<file path="config.mk">
export PLATFORM = sky130hd
export DESIGN_NAME = ir_strobe_ctrl
export DESIGN_NICKNAME = d
export VERILOG_FILES = /design/src/rtl/ir_drv_pkg.sv /design/src/rtl/ir_pwm_gen.sv /design/src/rtl/ir_strobe_ctrl.sv
export SDC_FILE = /design/constraint.sdc
export NUM_CORES = 1
export LEC_CHECK = 0
export ABC_AREA = 1
export ABC_CLOCK_PERIOD_IN_PS = 3300
export BUFFER_PORTS_ARGS = -buffer_cell sky130_fd_sc_hd__clkbuf_2
export CORE_ASPECT_RATIO = 0.8
export CORE_MARGIN = 2
export CORE_UTILIZATION = 50
export DETAILED_ROUTE_END_ITERATION = 10
export MAX_ROUTING_LAYER = met4
export PLACE_DENSITY_LB_ADDON = 0.08
export SKIP_CTS_REPAIR_TIMING = 1
export SYNTH_ARGS = -nofsm -noshare
export SYNTH_HDL_FRONTEND = slang
export SYNTH_SLANG_ARGS = --single-unit
</file>
<file path="constraint.sdc">
create_clock -name clk -period 3.3 [get_ports clk]
set_input_delay 0 -clock clk [delete_from_list [all_inputs] [get_ports clk]]
set_output_delay 0 -clock clk [all_outputs]
set_load 0.01 [all_outputs]
</file>
<file path="src/rtl/ir_drv_pkg.sv">
// Shared definitions for the IR LED driver controller.
//   state_t    : controller FSM states
//   PWM_W_DEF  : default PWM counter/duty width
//   TIME_W_DEF : default delay/strobe-width counter width
package ir_drv_pkg;

    localparam int PWM_W_DEF  = 8;
    localparam int TIME_W_DEF = 16;

    typedef enum logic [2:0] {
        OFF,
        WARMUP,
        ARMED,
        DELAY,
        STROBE
    } state_t;

endpackage

</file>
<file path="src/rtl/ir_pwm_gen.sv">
// PWM generator shared by both LED channels.
//   clk  : system clock
//   rst  : asynchronous active-high reset
//   run  : 1 while the strobe is (about to be) active; 0 holds the counter at 0
//   duty : high cycles per 2**PWM_W period
//   pwm  : run & (cnt < duty), combinational so the caller can register it
//          alongside its enable outputs
module ir_pwm_gen #(
    parameter int PWM_W = 8
) (
    input  logic             clk,
    input  logic             rst,
    input  logic             run,
    input  logic [PWM_W-1:0] duty,
    output logic             pwm
);

    logic [PWM_W-1:0] r_cnt;

    // Counter sits at 0 outside the strobe, so the first strobe cycle sees
    // cnt = 0; it wraps naturally at 2**PWM_W-1.
    always_ff @(posedge clk or posedge rst) begin
        if (rst)       r_cnt <= '0;
        else if (run)  r_cnt <= r_cnt + PWM_W'(1);
        else           r_cnt <= '0;
    end

    assign pwm = run && (r_cnt < duty);

endmodule

</file>
<file path="src/rtl/ir_strobe_ctrl.sv">
// Frame-synchronous IR illumination controller feeding the IR500 LED driver.
// Enables the current reference, waits for bias settle, then fires one
// delayed, PWM-dimmed strobe per frame trigger on the selected channel(s).
//   clk, rst           : clock, asynchronous active-high reset
//   en                 : level enable; 0 forces everything off
//   trig               : single-cycle frame-sync pulse
//   cfg_delay/width    : trigger-to-strobe delay and strobe length (cycles)
//   cfg_duty           : PWM high cycles per period
//   cfg_ch             : [0] LED1 enable, [1] LED2 enable
//   curren             : driver CURREN
//   irleden/irpwm      : driver channel 1 enable / PWM
//   irleden2/irpwm2    : driver channel 2 enable / PWM
//   ready              : next trig will be accepted
//   overrun            : 1-cycle pulse, trig dropped
module ir_strobe_ctrl
    import ir_drv_pkg::*;
#(
    parameter int PWM_W         = PWM_W_DEF,
    parameter int TIME_W        = TIME_W_DEF,
    parameter int WARMUP_CYCLES = 1200
) (
    input  logic              clk,
    input  logic              rst,
    input  logic              en,
    input  logic              trig,
    input  logic [TIME_W-1:0] cfg_delay,
    input  logic [TIME_W-1:0] cfg_width,
    input  logic [PWM_W-1:0]  cfg_duty,
    input  logic [1:0]        cfg_ch,
    output logic              curren,
    output logic              irleden,
    output logic              irpwm,
    output logic              irleden2,
    output logic              irpwm2,
    output logic              ready,
    output logic              overrun
);

    localparam int WU_W = $clog2(WARMUP_CYCLES + 1);

    state_t            r_state, w_next;
    logic [TIME_W-1:0] r_cnt, w_cnt_nxt;
    logic [WU_W-1:0]   r_wcnt, w_wcnt_nxt;
    logic              r_go;
    logic [TIME_W-1:0] r_delay, r_width;
    logic [PWM_W-1:0]  r_duty;
    logic [1:0]        r_ch;
    logic              w_accept, w_go_set, w_strobe, w_pwm;

    // A trig is taken only in ARMED and not while a previous capture is still
    // waiting to launch. Capture happens at the sampling edge; the launch
    // (r_go) is acted on one cycle later, which gives the N+1+delay latency.
    assign w_accept = trig && en && (r_state == ARMED) && !r_go;
    assign w_go_set = w_accept && (cfg_width != '0);

    always_comb begin
        w_next     = r_state;
        w_cnt_nxt  = r_cnt;
        w_wcnt_nxt = r_wcnt;
        case (r_state)
            OFF: begin
                if (en) begin
                    w_next     = WARMUP;
                    w_wcnt_nxt = '0;
                end
            end
            WARMUP: begin
                if (r_wcnt == WU_W'(WARMUP_CYCLES - 1)) w_next = ARMED;
                else                                     w_wcnt_nxt = r_wcnt + WU_W'(1);
            end
            ARMED: begin
                if (r_go) begin
                    w_cnt_nxt = '0;
                    w_next    = (r_delay == '0) ? STROBE : DELAY;
                end
            end
            DELAY: begin
                if (r_cnt == r_delay - TIME_W'(1)) begin
                    w_next    = STROBE;
                    w_cnt_nxt = '0;
                end else begin
                    w_cnt_nxt = r_cnt + TIME_W'(1);
                end
            end
            STROBE: begin
                if (r_cnt == r_width - TIME_W'(1)) w_next    = ARMED;
                else                               w_cnt_nxt = r_cnt + TIME_W'(1);
            end
            default: w_next = OFF;
        endcase
        if (!en) w_next = OFF;
    end

    assign w_strobe = (w_next == STROBE);

    ir_pwm_gen #(.PWM_W(PWM_W)) u_pwm (
        .clk  (clk),
        .rst  (rst),
        .run  (w_strobe),
        .duty (r_duty),
        .pwm  (w_pwm)
    );

    always_ff @(posedge clk or posedge rst) begin
        if (rst) begin
            r_state <= OFF;
            r_cnt   <= '0;
            r_wcnt  <= '0;
            r_go    <= 1'b0;
            r_delay <= '0;
            r_width <= '0;
            r_duty  <= '0;
            r_ch    <= '0;
        end else begin
            r_state <= w_next;
            r_cnt   <= w_cnt_nxt;
            r_wcnt  <= w_wcnt_nxt;
            r_go    <= en && w_go_set;
            if (w_accept) begin
                r_delay <= cfg_delay;
                r_width <= cfg_width;
                r_duty  <= cfg_duty;
                r_ch    <= cfg_ch;
            end
        end
    end

    // Outputs are registered from the next state so en=0 clears them on the
    // very next edge.
    always_ff @(posedge clk or posedge rst) begin
        if (rst) begin
            curren   <= 1'b0;
            ready    <= 1'b0;
            overrun  <= 1'b0;
            irleden  <= 1'b0;
            irpwm    <= 1'b0;
            irleden2 <= 1'b0;
            irpwm2   <= 1'b0;
        end else begin
            curren   <= (w_next != OFF);
            ready    <= (w_next == ARMED) && !w_go_set;
            overrun  <= trig && !w_accept && (w_next != OFF);
            irleden  <= w_strobe && r_ch[0];
            irpwm    <= w_pwm    && r_ch[0];
            irleden2 <= w_strobe && r_ch[1];
            irpwm2   <= w_pwm    && r_ch[1];
        end
    end

endmodule

</file>
# After elaboration in Yosys (flattened, before gate mapping)
# Index checks and enable logic that the tools add are counted.
# word_totals
elab_cells,74
inputBits,46
ff_bits,88
out_inout_bits,7
# classes
addsub,5
reduce_logical,24
n_eq_ne,13
muxes,15
magnitude_cmp,1
# op_table
operator,count
16-bit two-way mux,3
16-bit one-hot mux with 3 select lines,1
16-bit equality test,2
"16-bit by 1-bit subtractor with 16-bit output, second input constant",2
11-bit two-way mux,2
11-bit one-hot mux with 2 select lines,1
3-bit two-way mux,6
"16-bit by 1-bit adder with 16-bit output, second input constant",1
16-bit logical NOT,1
16-bit nonzero test,1
3-bit one-hot mux with 5 select lines,1
1-bit logical AND,13
"11-bit by 1-bit adder with 11-bit output, second input constant",1
"11-bit equality test, second input constant",1
"3-bit by 2-bit equality test with 1-bit output, second input constant",3
"8-bit by 1-bit adder with 8-bit output, second input constant",1
8-bit less-than comparator,1
8-bit two-way mux,1
"2-bit inequality test, second input constant",4
"3-bit equality test, second input constant",2
3-bit AND reduction,2
3-bit nonzero test,2
"3-bit by 1-bit equality test with 1-bit output, second input constant",1
1-bit logical NOT,3
2 further kinds,2

# Logic depth before layout (Yosys ltp)
# depth
ltp_word,8
ltp_mapped,17
depth_no_buf,16

# By module
# A second synthesis with hierarchy kept.
# unflattened
hier_cells,848
hier_area_um2,5756.8
# by_module_without_submodules
module,cells_per_inst,area_each_um2,n_inst,seq_area_each_um2
ir_strobe_ctrl,776,5220.0,1,2001.9
ir_pwm_gen,72,536.8,1,200.2

# Least setup slack after synthesis
# OpenSTA, ideal clock, no wires.
# synth_path
path_type,register -> register
start,reg r_width[0]
end,reg r_cnt[13]
setup_time_ns,0.117
period_less_slack_ns,2.018
n_path_buf,1
stages_incl_launch_ff,17
t_arrival_ns,1.902
slack_ns,1.282
required_ns,3.183
cell_sequence,dfrtp_1 inv_1 ha_1 nand2_1 nor2_1 nand3_1 nand2_1 nand2_1 nor2_1 nand2_1 nor2_2 nand3_2 nand2_4 nand2_4 buf_2 nand2_1 nand2_1
# synth_between
elab_chain_cells,4
# synth_lines
element,line,rtl
from (decl),ir_strobe_ctrl.sv:45,"logic [TIME_W-1:0] r_delay, r_width;"
from (signal assigned),ir_strobe_ctrl.sv:121,r_width <= cfg_width;
16-bit by 1-bit subtractor with 16-bit output,ir_strobe_ctrl.sv:86,if (r_cnt == r_width - TIME_W'(1)) w_next = ARMED;
16-bit equality test,ir_strobe_ctrl.sv:86,
2-bit inequality test (no line),n/a,
3-bit AND reduction (no line),n/a,
to (signal assigned),ir_strobe_ctrl.sv:116,r_cnt <= w_cnt_nxt;
to (decl),ir_strobe_ctrl.sv:42,"logic [TIME_W-1:0] r_cnt, w_cnt_nxt;"
# No other way between the ends.
# A chain may end at the register's enable or synchronous reset.

# Worst setup path in the final report
# layout_path
start,reg r_width[0]
end,reg u_pwm.r_cnt[6]
# layout_between
elab_chain_cells,7
# layout_lines
element,line,rtl
16-bit by 1-bit subtractor with 16-bit output,ir_strobe_ctrl.sv:86,
16-bit equality test,ir_strobe_ctrl.sv:86,
3-bit two-way mux,ir_strobe_ctrl.sv:86,
3-bit one-hot mux with 5 select lines,ir_strobe_ctrl.sv:60,case (r_state)
3-bit two-way mux,ir_strobe_ctrl.sv:91,if (!en) w_next = OFF;
3-bit equality test,ir_strobe_ctrl.sv:94,assign w_strobe = (w_next == STROBE);
8-bit two-way mux,ir_pwm_gen.sv:24,else if (run) r_cnt <= r_cnt + PWM_W'(1);
to (signal assigned),ir_pwm_gen.sv:24,
to (decl),ir_pwm_gen.sv:18,logic [PWM_W-1:0] r_cnt;
# No other way between the ends.

==> PnR_summary.wiki <==
{| class="wikitable"
! Metric !! Value
|-
| Critical path data arrival time || a little under 3000 ps
|-
| Highest net fanout along the worst path || 11
|-
| Via count || about 5.6k
|-
| Min setup slack post-route || roughly 610 ps
|-
| Antenna violations before repair || 0
|-
| Final core utilization || 0.6095
|-
| Kind of capture point of the worst setup path || flip-flop
|-
| Average wire per cell in the routed design || 14.10 um
|-
| Setup Total Neg Slack || 0 ps
|-
| Via count of the first global-routing pass || 5039
|-
| CORE AREA || around 0.011 mm2
|-
| First-pass GRT wire length || between 20 and 30 mm
|-
| Final Slew Violations || 0
|-
| Die outline area || approximately 0.013 mm2
|-
| Chip Height || a little over 100 um
|-
| Starting density of the core || 0.5108
|-
| Total wirelength of the detailed-routed design || 15.49 mm
|-
| # port buffers || 52
|-
| Number of cell instances on the worst register-to-register path || 15
|-
| Worst setup skew after layout || just over 8 ps
|-
| Number of levels in the clock H-tree || 3
|-
| Share of synthesized flip-flops with an asynchronous set or reset || 1.000
|-
| Post-Syn Area per Cell || roughly 6.8 um2
|-
| Power per cell area || about 380 mW/mm2
|-
| CP Launch Type || flip-flop
|-
| Clk network pwr share || 0.407
|-
| Sequential power share || 0.452
|-
| Total number of clock tree sinks || 88
|-
| Largest net degree at the start of global routing || between 70 and 80
|-
| Clock slew at reported path FFs || ~70 ps
|-
| Minimum clock period || roughly 2700 ps
|-
| Worst vdd rail ir drop || 243.0 uV
|-
| Routability congestion estimate || around 0.95
|-
| Synthesized flop and latch total || 88
|-
| Signed area change from the synthesized netlist to the final layout || 19.33%
|-
| Setup violation total in the final timing report || 0
|-
| Combinational fraction of design power || 0.141
|-
| Total CTS buffers || 9
|-
| Clock latency on the worst-skew pair || around 340 ps
|-
| Hold Crit Class || primary input to asynchronous set/reset pin
|-
| Post-Synthesis Cells || about 860
|-
| Status || finished clean
|-
| Vias per cell || around 5.1
|-
| Antenna diode count || 0
|-
| Worst slew pin tran || about 770 ps
|-
| IO Count || 53
|-
| Clk root buf || clkbuf_16
|-
| Fraction of layout instances using a drive strength above 1 || 0.1104
|-
| Syn. warnings || 0
|-
| Internal reg-to-reg setup slack || around 600 ps
|-
| Max clock buf depth || 2
|-
| Total Nets Final || ~1.0k
|-
| Synthesized Nets || 914
|-
| Final Cycle Share || 0.8157
|-
| Worst path required time || ~3500 ps
|-
| Power spent charging and discharging nets || ~760 uW
|-
| Detailed Place HPWL || 11.46 mm
|-
| Reg-to-reg endpoint || u_pwm.r_cnt[6]$_DFF_PP0_
|-
| Worst flop-to-flop path startpoint || r_width[0]$_DFFE_PP0P_
|-
| Setup WS pre-CTS || 633.0 ps
|-
| EDFF count, synth || 0
|-
| Site row count || 35
|-
| Remaining Overflow, GRT || 0
|-
| 1st-iter DRT viols || around 330
|-
| Library cells used by synthesis || 37
|-
| First-pass iteration count of the detailed router || 4
|-
| Worst relative slew slack || 0.4881
|-
| Post-route ant nets || 0
|-
| Switching power share of the total || 0.2850
|-
| Horizontal extent of the die || ~120 um
|-
| Sequential-to-total area share from yosys stat || 0.3772
|-
| Highest attainable clock frequency || 371.5 MHz
|-
| Static Leakage || 3.495 nW
|-
| Number of remaining DRC errors || 0
|-
| Type of the setup path with the least slack || flip-flop to flip-flop
|-
| GRT Resource Usage Total || 0.2570
|-
| Final hold vios || 0
|-
| TritonCTS clock tree || yes
|-
| Unrepaired setup endpoints after global routing || no
|-
| Fill count || 1103
|-
| Summed instance area of the synthesized netlist || slightly below 0.006 mm2
|-
| Int Power || about 1.9 mW
|-
| Top_reg_cell synth || dfrtp_1
|-
| Max-cap check violation count || 0
|}
worst max-delay path by stage:
stage                           start                        to  slack, ps
2_1_floorplan                     rst          curren$_DFF_PP0_       1020
3_3_place_gp   r_width[0]$_DFFE_PP0P_  u_pwm.r_cnt[0]$_DFF_PP0_        630
3_5_place_dp   r_width[0]$_DFFE_PP0P_  u_pwm.r_cnt[6]$_DFF_PP0_        630
4_1_cts        r_width[0]$_DFFE_PP0P_      r_state[2]$_DFF_PP0_        560
5_1_grt        r_width[0]$_DFFE_PP0P_  u_pwm.r_cnt[6]$_DFF_PP0_        260
6_report       r_width[0]$_DFFE_PP0P_  u_pwm.r_cnt[6]$_DFF_PP0_        610
routing by layer:
layer | track usage | vias to the layer above | share of wire
met5 | - | - | 0
met4 | 0.06068 | 0 | 0.012
met3 | 0.05149 | 18 | 0.056
met2 | 0.3850 | 152 | 0.44
met1 | 0.3625 | 2537 | 0.49
li1 | - | 2868 | -
flip-flops by register name (all words and copies together), names as in the netlist:
register and count:
r_go 1, r_delay 16, irpwm 1, u_pwm.r_cnt 8, curren 1, r_ch 2
r_width 16, ready 1, r_wcnt 11, r_duty 8, overrun 1, irpwm2 1
irleden 1, irleden2 1, r_cnt 16, r_state 3
cell usage after synthesis, types with 3 or more instances:
master / number / area, um2
nand2_1: 280 / 1051
inv_1: 118 / 442.9
dfrtp_1: 88 / 2202
nor2_1: 75 / 281.5
nand3_1: 70 / 350.3
o21ai_0: 52 / 260.3
xor2_1: 23 / 201.4
xnor2_1: 19 / 166.4
nor2_2: 16 / 100.1
nor3_1: 15 / 75.07
nand4_1: 13 / 81.33
a21oi_1: 12 / 60.06
ha_1: 12 / 150.1
buf_2: 10 / 50.05
clkbuf_1: 10 / 37.54
nor4_1: 10 / 62.56
nand3b_1: 3 / 22.52
o22ai_1: 3 / 18.77
cell usage in the layout (no fill, tap or decap), types with 5 or more instances in the layout:
cell	count
a21oi_1	12
buf_4	5
clkbuf_16	9
clkbuf_2	52
dfrtp_1	88
dlygate4sd3_1	45
ha_1	12
inv_1	117
nand2_1	280
nand3_1	70
nand4_1	13
nor2_1	75
nor2_2	16
nor3_1	15
nor4_1	9
o21ai_0	52
xnor2_1	19
xor2_1	23
power by group through the flow:
stage,registers [mW],logic (mW),clock network [mW]
final,1.21,0.376,1.08
after global placement,1.23,0.324,0
after global routing,1.21,0.435,1.15
after CTS,1.20,0.334,1.11
after floorplan,1.21,0.242,0
after detailed placement,1.23,0.331,0
metrics by stage:
step                std cells  instance area, um2  hold slack [ps]  power (mW)
floorplan                 856                5838            116.6       1.450
global placement         1038                6207            150.5       1.549
global route             1099                6967            396.3       2.795
CTS                      1054                6516           -220.6       2.645
detailed placement       1038                6207            153.1       1.557
finish                   1099                6967            303.3       2.666
worst max-delay path, stage by stage (launching register included):
cell and delay (ps):
dfrtp_1 370, inv_1 190, ha_1 290, nand2_1 90, nor2_1 230, nand3_1 130
nand2_1 80, nand2_1 50, nor2_1 100, nand2_1 70, nor2_2 150, nand3_2 110
nand2_4 100, nand3_2 100, nand2_1 410, nor2_1 90
kinds of logic after synthesis:
family                     share of synthesized area
AOI/OAI and AO/OA                            0.06815
xor gates and xnor gates                     0.06301
adders and majority gates                    0.02572
buffers and inverters                        0.09944
DFF                                           0.3772
and+or+nand+nor                               0.3665
area by class of cell:
type	count	area, um2	share of cell area
clock buffers	9	225.2	0.03233
clock inverters	7	83.83	0.01203
inverters	121	460.4	0.06609
multi-input cells	624	3062	0.4395
flip-flops and latches	88	2202	0.3161
well taps	148	185.2	0.02658
repair buffers	102	748.2	0.1074
(Power assumes the default switching activity.)
